### src/rtl/pattern_serializer.sv
// MSB-first word serializer with a valid/ready input and zero-gap back-to-back frames.
// Optional trailing even-parity bit per frame when `PATTERN_SERIALIZER_PARITY_EN is defined.
module pattern_serializer #(
    parameter int   WIDTH    = 8,
    parameter logic IDLE_BIT = 1'b1
) (
    input  logic             clk,
    input  logic             reset,
    input  logic [WIDTH-1:0] din,
    input  logic             din_valid,
    output logic             din_ready,
    output logic             a,
    output logic             a_valid,
    output logic             busy,
    output logic             frame_done
);
    localparam int CNT_W = $clog2(WIDTH);
    localparam logic [CNT_W-1:0] CNT_LAST = CNT_W'(WIDTH - 1);

    localparam logic [1:0] S_IDLE   = 2'd0;
    localparam logic [1:0] S_SHIFT  = 2'd1;
`ifdef PATTERN_SERIALIZER_PARITY_EN
    localparam logic [1:0] S_PARITY = 2'd2;
`endif

    logic [1:0]       state;
    logic [CNT_W-1:0] cnt;
    logic [WIDTH-1:0] sreg;
    logic             last_bit;
    logic             xfer;

    assign last_bit = (state == S_SHIFT) && (cnt == CNT_LAST);
    assign a_valid  = (state != S_IDLE);
    assign busy     = (state != S_IDLE);
    assign xfer     = din_valid && din_ready;

`ifdef PATTERN_SERIALIZER_PARITY_EN
    // Parity of the whole word is latched at load, since sreg is consumed while shifting.
    logic par;

    assign din_ready  = !reset && ((state == S_IDLE) || (state == S_PARITY));
    assign frame_done = (state == S_PARITY);
    assign a          = (state == S_SHIFT)  ? sreg[WIDTH-1] :
                        (state == S_PARITY) ? par : IDLE_BIT;
`else
    assign din_ready  = !reset && ((state == S_IDLE) || last_bit);
    assign frame_done = last_bit;
    assign a          = (state == S_SHIFT) ? sreg[WIDTH-1] : IDLE_BIT;
`endif

    always_ff @(posedge clk) begin
        if (reset) begin
            state <= S_IDLE;
            cnt   <= '0;
            sreg  <= '0;
`ifdef PATTERN_SERIALIZER_PARITY_EN
            par   <= 1'b0;
`endif
        end else begin
            case (state)
                S_IDLE: ;
                S_SHIFT: begin
                    sreg <= sreg << 1;
                    if (cnt == CNT_LAST) begin
                        cnt <= '0;
`ifdef PATTERN_SERIALIZER_PARITY_EN
                        state <= S_PARITY;
`else
                        state <= S_IDLE;
`endif
                    end else begin
                        cnt <= cnt + 1'b1;
                    end
                end
`ifdef PATTERN_SERIALIZER_PARITY_EN
                S_PARITY: state <= S_IDLE;
`endif
                default: state <= S_IDLE;
            endcase

            // A transfer can only occur where the frame is free to restart, so it overrides
            // the end-of-frame return to IDLE and gives zero-gap streaming.
            if (xfer) begin
                state <= S_SHIFT;
                sreg  <= din;
                cnt   <= '0;
`ifdef PATTERN_SERIALIZER_PARITY_EN
                par   <= ^din;
`endif
            end
        end
    end
endmodule

### config.mk
export PLATFORM = sky130hd
export DESIGN_NAME = pattern_serializer
export DESIGN_NICKNAME = d
export VERILOG_FILES = /design/src/rtl/pattern_serializer.sv
export SDC_FILE = /design/constraint.sdc
export NUM_CORES = 1
export LEC_CHECK = 0
export ABC_AREA = 1
export BUFFER_PORTS_ARGS = -buffer_cell sky130_fd_sc_hd__buf_2
export CORE_MARGIN = 1.5
export CORE_UTILIZATION = 43
export DETAILED_ROUTE_END_ITERATION = 10
export HOLD_SLACK_MARGIN = 0.02
export PLACE_DENSITY = 0.64
export SETUP_SLACK_MARGIN = 0.3
export SLEW_MARGIN = 20
export SYNTH_ARGS = -nofsm -noshare
export SYNTH_HDL_FRONTEND = slang
export SYNTH_SLANG_ARGS = --single-unit
### constraint.sdc
create_clock -name clk -period 1.7 [get_ports clk]
set_clock_uncertainty 0.1 [all_clocks]
set_input_delay 0.085 -clock clk [delete_from_list [all_inputs] [get_ports clk]]
set_output_delay 0.085 -clock clk [all_outputs]
set_load 0.02 [all_outputs]
==> impl_metrics.tcl, run 1 <==
set metrics [dict create \
    p_seq_frac 0.509 \
    hp-class "input port to flop" \
    worstSkewPairLatency_ps 270 \
    drt_pre_antenna_iters 5 \
    crit_path_end_kind "primary output" \
    clock_path_buffers 2 \
    drtIter0Drc 15 \
    syn_area_sq_um 648 \
    multiInputGateArea_sq_um 382 \
    grt_usage 0.183 \
    p_leak_nw 0.367 \
    synth.mux.area_fraction 0 \
    arrival_ps 1220 \
    cts-htree-levels 1 \
    first_global_vias 605 \
    clkPwrFrac 0.292 \
    nets 127 \
    hpwl_microns 885 \
    route.top_layer_used "met4" \
    synth_nets 105 \
    start_kind "flop" \
    stdcell_area_sq_um 831 \
    port_buffers 15 \
    setup_viol 0 \
    setup.worst_path.class "flop to primary output" \
    grt_pass1_wl_microns 2480 \
    io_pins 16 \
    n_fill_cell 125 \
    p_sw_mw 0.179 \
    die-area_sq_um 1750 \
    rows 13 \
    finalWirelength_microns 1430 \
    final-max-slew-violation-count 0 \
    synth.avg_cell_area_sq_um 7.04 \
    synthDistinctLibCells 16 \
    peakVddDrop_mv 0.361 \
    rsz0062_at_grt "yes" \
    syn_to_final_growth_pct 28.2 \
    start_util 0.480 \
    ant_nets 0 \
    synth_compound_area_frac 0.0714 \
    fin_ws_ps 292 \
    p_per_area_nw_per_um2 727 \
    crit_fanout 3 \
    wirelength_met1_microns 705 \
    p_comb_frac 0.199 \
    yosys.area_share.simple 0.402 \
    drv_cap 0 \
    cts_buffers 3 \
    internal-power_mw 0.425 \
    fmax_mhz 710 \
    power.total_mw 0.604 \
    synth-seq-cells 12 \
    synth_warnings 0 \
    final-seq-area_sq_um 246 \
    dpl-instance-area_sq_um 718 \
    synthAdderAreaFrac 0.0386 \
    grt_overflow 0 \
    dp_slack_ps 245 \
    fin_crit_ps 1410 \
    drive_gt1_frac 0.348 \
    grt_max_degree 12 \
    vias 611 \
    relSlewSlack 0.828 \
    met3_length_microns 78 \
    clock-root-buffer "clkbuf_4" \
    p_sw_frac 0.296 \
    via_per_inst 4.81 \
    antenna_found_initial 0 \
    post-route-period-util 0.828 \
    synth_top_family_by_area "simple AND/OR/NAND/NOR gates" \
    hold_violations 0 \
    worstPathRequired_ps 1510 \
    yosysSeqAreaShare 0.371 \
    routabilityCongestion 0.783 \
    synth_xor_area_frac 0 \
    drc 0 \
    fin_util 0.615 \
    syn-instance-count 92 \
    wl_per_cell_microns 11.3 \
    worst_slew_pin_slew_ps 258 \
    num_antenna_cells 0 \
    status "complete, no violations" \
    cts_tree "built" \
    path_clk_slew_ps 80 \
    die_h_microns 41.8 \
    die_x_microns 41.8 \
    met2_length_microns 629 \
    coreArea_sq_um 1350 \
    cts_sinks 12 \
    tns_ps 0 \
]
-- cells in the mapped netlist --
cell type,instances,share of area
a21oi_1,6,0.046
a21oi_4,1,0.025
buf_2,1,0.0077
buf_4,1,0.012
buf_6,2,0.035
dfxtp_1,12,0.37
ha_1,2,0.039
inv_1,8,0.046
inv_2,3,0.017
nand2_1,21,0.12
nand2_4,2,0.035
nand3_1,1,0.0077
nand3_4,1,0.027
nand4_1,7,0.068
nor2_1,23,0.13
or2_1,1,0.0097
-- cells by family after synthesis --
group	Yosys count
compound gates	7
fa+ha+maj	2
buf+inv	15
flops	12
simple gates	56
-- per-stage QoR --
step | std cells | hold slack (ps)
after floorplan | 92 | 146
after global placement | 119 | 254
final | 127 | 45.0
after detailed placement | 119 | 261
after global routing | 127 | 56.2
after CTS | 126 | 41.3
-- cell usage in the layout (no fill, tap or decap) --
cell and count:
a21oi_1 5, a21oi_4 2, buf_2 14, buf_4 5, clkbuf_4 3, dfxtp_1 9, dfxtp_2 2, dfxtp_4 1
dlygate4sd3_1 1, ha_4 2, inv_1 8, inv_2 2, inv_4 1, nand2_1 21, nand2_2 1, nand2_4 2
nand3_1 1, nand3_4 1, nand4_1 7, nor2_1 20, nor2_2 3, or2_1 1
-- worst paths after layout --
check / startpoint / end / slack [ps] / depth (start not counted)
worst max-delay path: cnt[1] / din_ready / 290 / 5
worst min register to register: sreg[0] / sreg[0] / 390 / 2
worst min-delay path: reset / sreg[2] / 40 / 2
worst max register to register: cnt[0] / sreg[6] / 330 / 9
-- power groups by stage --
stage / combinational [mW] / sequential [mW] / clock (mW)
after global placement: 0.105 / 0.311 / 0
after global routing: 0.134 / 0.310 / 0.195
after CTS: 0.114 / 0.307 / 0.181
after floorplan: 0.0839 / 0.309 / 0
final: 0.120 / 0.308 / 0.177
after detailed placement: 0.106 / 0.312 / 0
-- layer usage --
layer,vias to the layer above,GRT usage
li1,333,-
met1,257,0.211
met5,-,0
met4,0,0.0968
met2,19,0.322
met3,2,0.0261
-- critical path: stages (launching register included) --
cell and delay [ps]:
dfxtp_2 340, ha_4 160, ha_4 160, inv_4 80, a21oi_4 50, buf_4 160
-- flip-flops by register name, indices dropped and copies added, names as in the netlist --
signal  flops
sreg        8
cnt         3
state       1
-- final cells by class --
cell class,count,area share
Clock buffer,3,0.0271
Inverter,11,0.0527
Multi-Input combinational cell,66,0.459
Sequential cell,12,0.297
Tap cell,15,0.0226
Timing Repair Buffer,20,0.142
-- what timing repair did --
action                                  CTS  global route
setup buffers                             2             1
gates cloned                              1             0
endpoints found under the hold margin     1             0
endpoints found under the setup margin   12             9
pin swaps                                 2             2
resized for setup                         9             5
hold buffers                              1             0
Power figures use the tool's default switching activity.
==> run 2: changes to the inputs <==
clock period = 1.3 ns   (was 1.7 ns; I/O delays follow)
==> run 2 against run 1 <==
The run now ends with setup timing left. Sequential share of layout area is 6.4 points lower. Total power is 56% higher. Core utilization is 17 points higher. Count of clock-buffer cells in the layout is 1 higher. Sequential cell count stayed put. Register-to-register slack worse by 590 ps. Via count is 13% higher. Non-clock buffer count is 10 higher. Critical path type is now flop to flop. Largest power group unchanged.
==> impl_metrics.tcl, run 2 (same netlist as run 1, synthesis figures left out) <==
set metrics [dict create \
    grt_pass1_wl_microns 2930 \
    crit_family "simple AND/OR/NAND/NOR gates" \
    die-area_sq_um 1750 \
    r2r_setup_slack_ps -260 \
    n_fill_cell 81 \
    slowest_stage "dfxtp_2" \
    status "finished with violations" \
    antenna_found_initial 0 \
    holdPathStages 3 \
    path_clk_slew_ps 90 \
    power.total_mw 0.942 \
    finalWirelength_microns 1850 \
    nets 137 \
    first_global_vias 632 \
    p_per_area_nw_per_um2 890 \
    routabilityCongestion 0.780 \
    crit_chain "ha_4 > ha_4 > inv_4 > buf_12 > nand2_8 > nand3_4 > nand2_8 > nor2_1 > nor2_1 > nor2_1" \
    dp_cells 121 \
    busiest_layer "met2" \
    setup_viol 14 \
    largest_registers "sreg x8, cnt x3, state x1" \
    grt_overflow 0 \
    start_util 0.480 \
    ff2ff_path_depth 10 \
    fin_crit_ps 1560 \
    grt_usage 0.220 \
    r2r_end "sreg[2]" \
    rows 13 \
    grt_use_met1 0.291 \
    arrival_ps 1630 \
    hold_violations 0 \
    drtIter0Drc 23 \
    failed_checks "setup timing" \
    final_common_cell "nand2_1" \
    rsz0062_at_grt "yes" \
    cts_tree "built" \
    ant_nets 0 \
    crit_fanout 7 \
    worstSkewPairLatency_ps 280 \
    crit_path_end_kind "flop" \
    hpwl_microns 946 \
    hp-class "input port to flop" \
    final-max-slew-violation-count 0 \
    use_met3 0.0435 \
    fmax_mhz 643 \
    setup.worst_path.class "flop to flop" \
    cpMostUsedCell "nor2_1" \
    relSlewSlack 0.830 \
    hp-start "reset" \
    critical_path.max_stage_delay_ps 370 \
    die_x_microns 41.8 \
    wl_per_cell_microns 13.4 \
    whs_endpoint "state[0]" \
    via_per_inst 5.02 \
    worst_slew_pin_slew_ps 254 \
    path_buf_inv 2 \
    syn_to_final_growth_pct 63.3 \
    drc 0 \
    vias 693 \
    clock-root-buffer "clkbuf_4" \
    drive_gt1_frac 0.472 \
    fin_util 0.784 \
    mostFrequentLayoutCells "20 x nand2_1, 18 x nor2_1, 10 x buf_2, 9 x dfxtp_1" \
    coreArea_sq_um 1350 \
    grt_max_degree 11 \
    gr-usage-met2 0.350 \
    largest_reg_flops 8 \
    fin_ws_ps -256 \
    start_kind "flop" \
    die_h_microns 41.8 \
    cts-htree-levels 1 \
    final_cells 138 \
    drv_cap 0 \
    port_buffers 15 \
    io_pins 16 \
    cts_sinks 12 \
    drt_pre_antenna_iters 4 \
    peakVddDrop_mv 0.721 \
    clock_path_buffers 2 \
    worstPathRequired_ps 1380 \
    top_register "sreg" \
    cts_buffers 3 \
    num_antenna_cells 0 \
    post-route-period-util 1.20 \
    rr_startpoint "cnt[1]" \
    p_leak_nw 0.454 \
]
-- run 2: cell count changes in the layout (fill, tap and decap cells not counted), moves of 2 or more --
cell	previous run	this run
buf_4	5	8
buf_2	14	10
buf_6	0	8
a21oi_1	5	2
a21oi_2	0	3
nor2_4	0	2
buf_12	0	2
nand2_8	0	2
nor2_1	20	18
-- run 2: cell type report --
| type | count | area [sq um] | share of cell area |
|---|---|---|---|
| Clock buffer | 4 | 36.3 | 0.0343 |
| Inverter | 11 | 46.3 | 0.0437 |
| Timing Repair Buffer | 30 | 265 | 0.251 |
| Tap cell | 15 | 18.8 | 0.0177 |
| Multi-Input combinational cell | 66 | 445 | 0.421 |
| Sequential cell | 12 | 246 | 0.233 |
-- run 2: worst max path at each step --
| stage | to | startpoint | depth (start not counted) | slack, ps |
|---|---|---|---|---|
| after global placement | sreg[4] | cnt[1] | 9 | -50 |
| after floorplan | sreg[1] | cnt[1] | 9 | 10 |
| after detailed placement | sreg[7] | cnt[1] | 9 | -90 |
| final | sreg[2] | cnt[1] | 10 | -260 |
| after global routing | sreg[2] | cnt[1] | 10 | -300 |
| after CTS | din_ready | cnt[0] | 6 | -200 |
-- run 2: tightest hold or removal path: stages --
cell and delay, ps:
buf_2 90, buf_4 190, a21oi_2 40
-- run 2: metal layers --
layer / vias up / wire [microns]
li1: 351 / -
met3: 4 / 103
met4: 0 / 22
met5: - / 0
met2: 26 / 931
met1: 312 / 796
-- run 2: through the flow --
step / area (sq um) / setup slack, ps / hold slack (ps) / TNS (ps)
6_report: 1060 / -256 / 41.3 / -2550
5_1_grt: 1060 / -295 / 61.1 / -3280
4_1_cts: 1000 / -196 / 34.5 / -1770
3_5_place_dp: 777 / -92.5 / 245 / -611
3_3_place_gp: 777 / -53.3 / 237 / -315
2_1_floorplan: 696 / 12.7 / 126 / 0
-- run 2: where the power goes --
part	internal, mW	leakage (nW)	switching (mW)
sequential	0.385	0.0994	0.0126
clock	0.170	0.0210	0.143
combinational	0.107	0.334	0.125
total	0.662	0.454	0.281
-- run 2: repair_timing --
| action | in CTS | in global routing |
|---|---|---|
| pin swaps | 5 | 10 |
| endpoints found under the setup margin | 17 | 17 |
| buffers inserted | 8 | 3 |
| gates cloned | 1 | 0 |
| hold buffers | 1 | 0 |
| gates resized for setup | 23 | 8 |
| hold endpoints to repair | 1 | 0 |
==> run 3: changes to the inputs <==
CORE_UTILIZATION = 25   (was 43)
CTS_CLUSTER_SIZE = 16   (was not set)
PLACE_DENSITY = 0.41   (was 0.64)
==> run 3 against run 2 <==
The run still ends with setup timing left. Fmax rose by 4.4%. Final area grew 0.59%. Clock power decreased by 20%. Non-clock buffer count rose by 1. First-iteration DRC count down 83%. Register-to-register slack better by 110 ps. Global-route usage down 9.0 points.
==> impl_metrics.tcl, run 3 (same netlist as run 1, synthesis figures left out) <==
set metrics [dict create \
    failed_checks "setup timing" \
    syn_to_final_growth_pct 64.3 \
    grt_usage 0.130 \
    worstSkewPairLatency_ps 280 \
    crit_path_end_kind "primary output" \
    final-max-slew-violation-count 0 \
    r2r_setup_slack_ps -150 \
    num_antenna_cells 0 \
    hold_violations 0 \
    hp-class "input port to flop" \
    rsz0062_at_grt "yes" \
    r2r_end "sreg[3]" \
    p_per_area_nw_per_um2 828 \
    drc 0 \
    die-area_sq_um 2910 \
    first_global_vias 592 \
    nets 138 \
    grt_pass1_wl_microns 2590 \
    port_buffers 15 \
    fin_ws_ps -190 \
    cts_sinks 12 \
    setup.worst_path.class "flop to primary output" \
    clock_path_buffers 2 \
    tns_ps -1790 \
    drtIter0Drc 4 \
    hp-start "din[2]" \
    cts_tree "built" \
    ff2ff_path_depth 10 \
    finalWirelength_microns 1620 \
    cts_buffers 3 \
    holdPathStages 5 \
    antenna_found_initial 0 \
    largest_reg_flops 8 \
    routabilityCongestion 0.769 \
    rows 18 \
    grt_overflow 0 \
    die_h_microns 53.9 \
    setup_viol 14 \
    arrival_ps 1320 \
    peakVddDrop_mv 0.377 \
    top_register "sreg" \
    worstPathRequired_ps 1130 \
    rr_startpoint "cnt[1]" \
    start_util 0.264 \
    crit_fanout 2 \
    ant_nets 0 \
    mostFrequentLayoutCells "19 x nor2_1, 19 x nand2_1, 10 x buf_2" \
    fmax_mhz 671 \
    drive_gt1_frac 0.484 \
    drt_pre_antenna_iters 2 \
    via_per_inst 4.29 \
    vias 661 \
    coreArea_sq_um 2450 \
    post-route-period-util 1.15 \
    whs_endpoint "sreg[2]" \
    cts-htree-levels 1 \
    largest_registers "sreg x8, cnt x3, state x1" \
    p_leak_nw 0.447 \
    relSlewSlack 0.827 \
    status "finished with violations" \
    fin_crit_ps 1490 \
    start_kind "flop" \
    io_pins 16 \
    worst_slew_pin_slew_ps 260 \
    grt_max_degree 11 \
    hpwl_microns 1020 \
    wl_per_cell_microns 10.5 \
    drv_cap 0 \
    fin_util 0.434 \
    clock-root-buffer "clkbuf_4" \
    die_x_microns 53.9 \
    path_clk_slew_ps 80 \
]
## run 3: per-stage QoR
stage | total power, mW | cells | cell area [sq um] | worst slack [ps] | hold WS, ps
3_5_place_dp | 0.562 | 138 | 811 | -76.9 | 248
4_1_cts | 0.858 | 152 | 1000 | -194 | 35.7
3_3_place_gp | 0.562 | 138 | 811 | -67.1 | 239
6_report | 0.882 | 154 | 1060 | -190 | 41.6
2_1_floorplan | 0.519 | 92 | 696 | 12.7 | 126
5_1_grt | 0.932 | 154 | 1060 | -252 | 61.3
## run 3: repair_timing
action,4_1_cts,5_1_grt
endpoints found under the setup margin,17,17
cloned,1,0
hold buffers,1,0
buffers inserted,8,2
gates resized for setup,20,13
hold endpoints to repair,1,0
pin swaps,6,7
## run 3: where the power goes
| group | total (mW) | leakage [nW] | switching (mW) | internal [mW] |
|---|---|---|---|---|
| combinational | 0.233 | 0.333 | 0.121 | 0.113 |
| clock | 0.251 | 0.0150 | 0.132 | 0.119 |
| sequential | 0.398 | 0.0994 | 0.0132 | 0.385 |
## run 3: worst max-delay path by stage
stage                       from        end  slack (ps)  cells after the start
after global placement    cnt[1]    sreg[3]         -70                      9
after global routing      cnt[1]  din_ready        -250                      6
final                     cnt[1]  din_ready        -190                      6
after floorplan           cnt[1]    sreg[1]          10                      9
after detailed placement  cnt[1]    sreg[6]         -80                      9
after CTS                 cnt[1]  din_ready        -190                      6
## run 3: area by class of cell
cell class                      instances  area [sq um]
Timing Repair Buffer                   31           264
Clock buffer                            4          26.3
Multi-Input combinational cell         66           444
Fill cell                             267          1390
Sequential cell                        12           246
Inverter                               11          46.3
Tap cell                               30          37.5
## run 3: critical path, stage by stage (launching register included)
cell and delay [ps]:
dfxtp_2 360, ha_4 140, ha_4 130, inv_4 40, buf_6 110, a21oi_4 140, buf_6 140
## run 3: metal layers
| metal | routed length, microns | GRT usage |
|---|---|---|
| met5 | 0 | 0 |
| met4 | 42 | 0.0897 |
| met3 | 42 | 0.0250 |
| met2 | 712 | 0.187 |
| met1 | 821 | 0.172 |
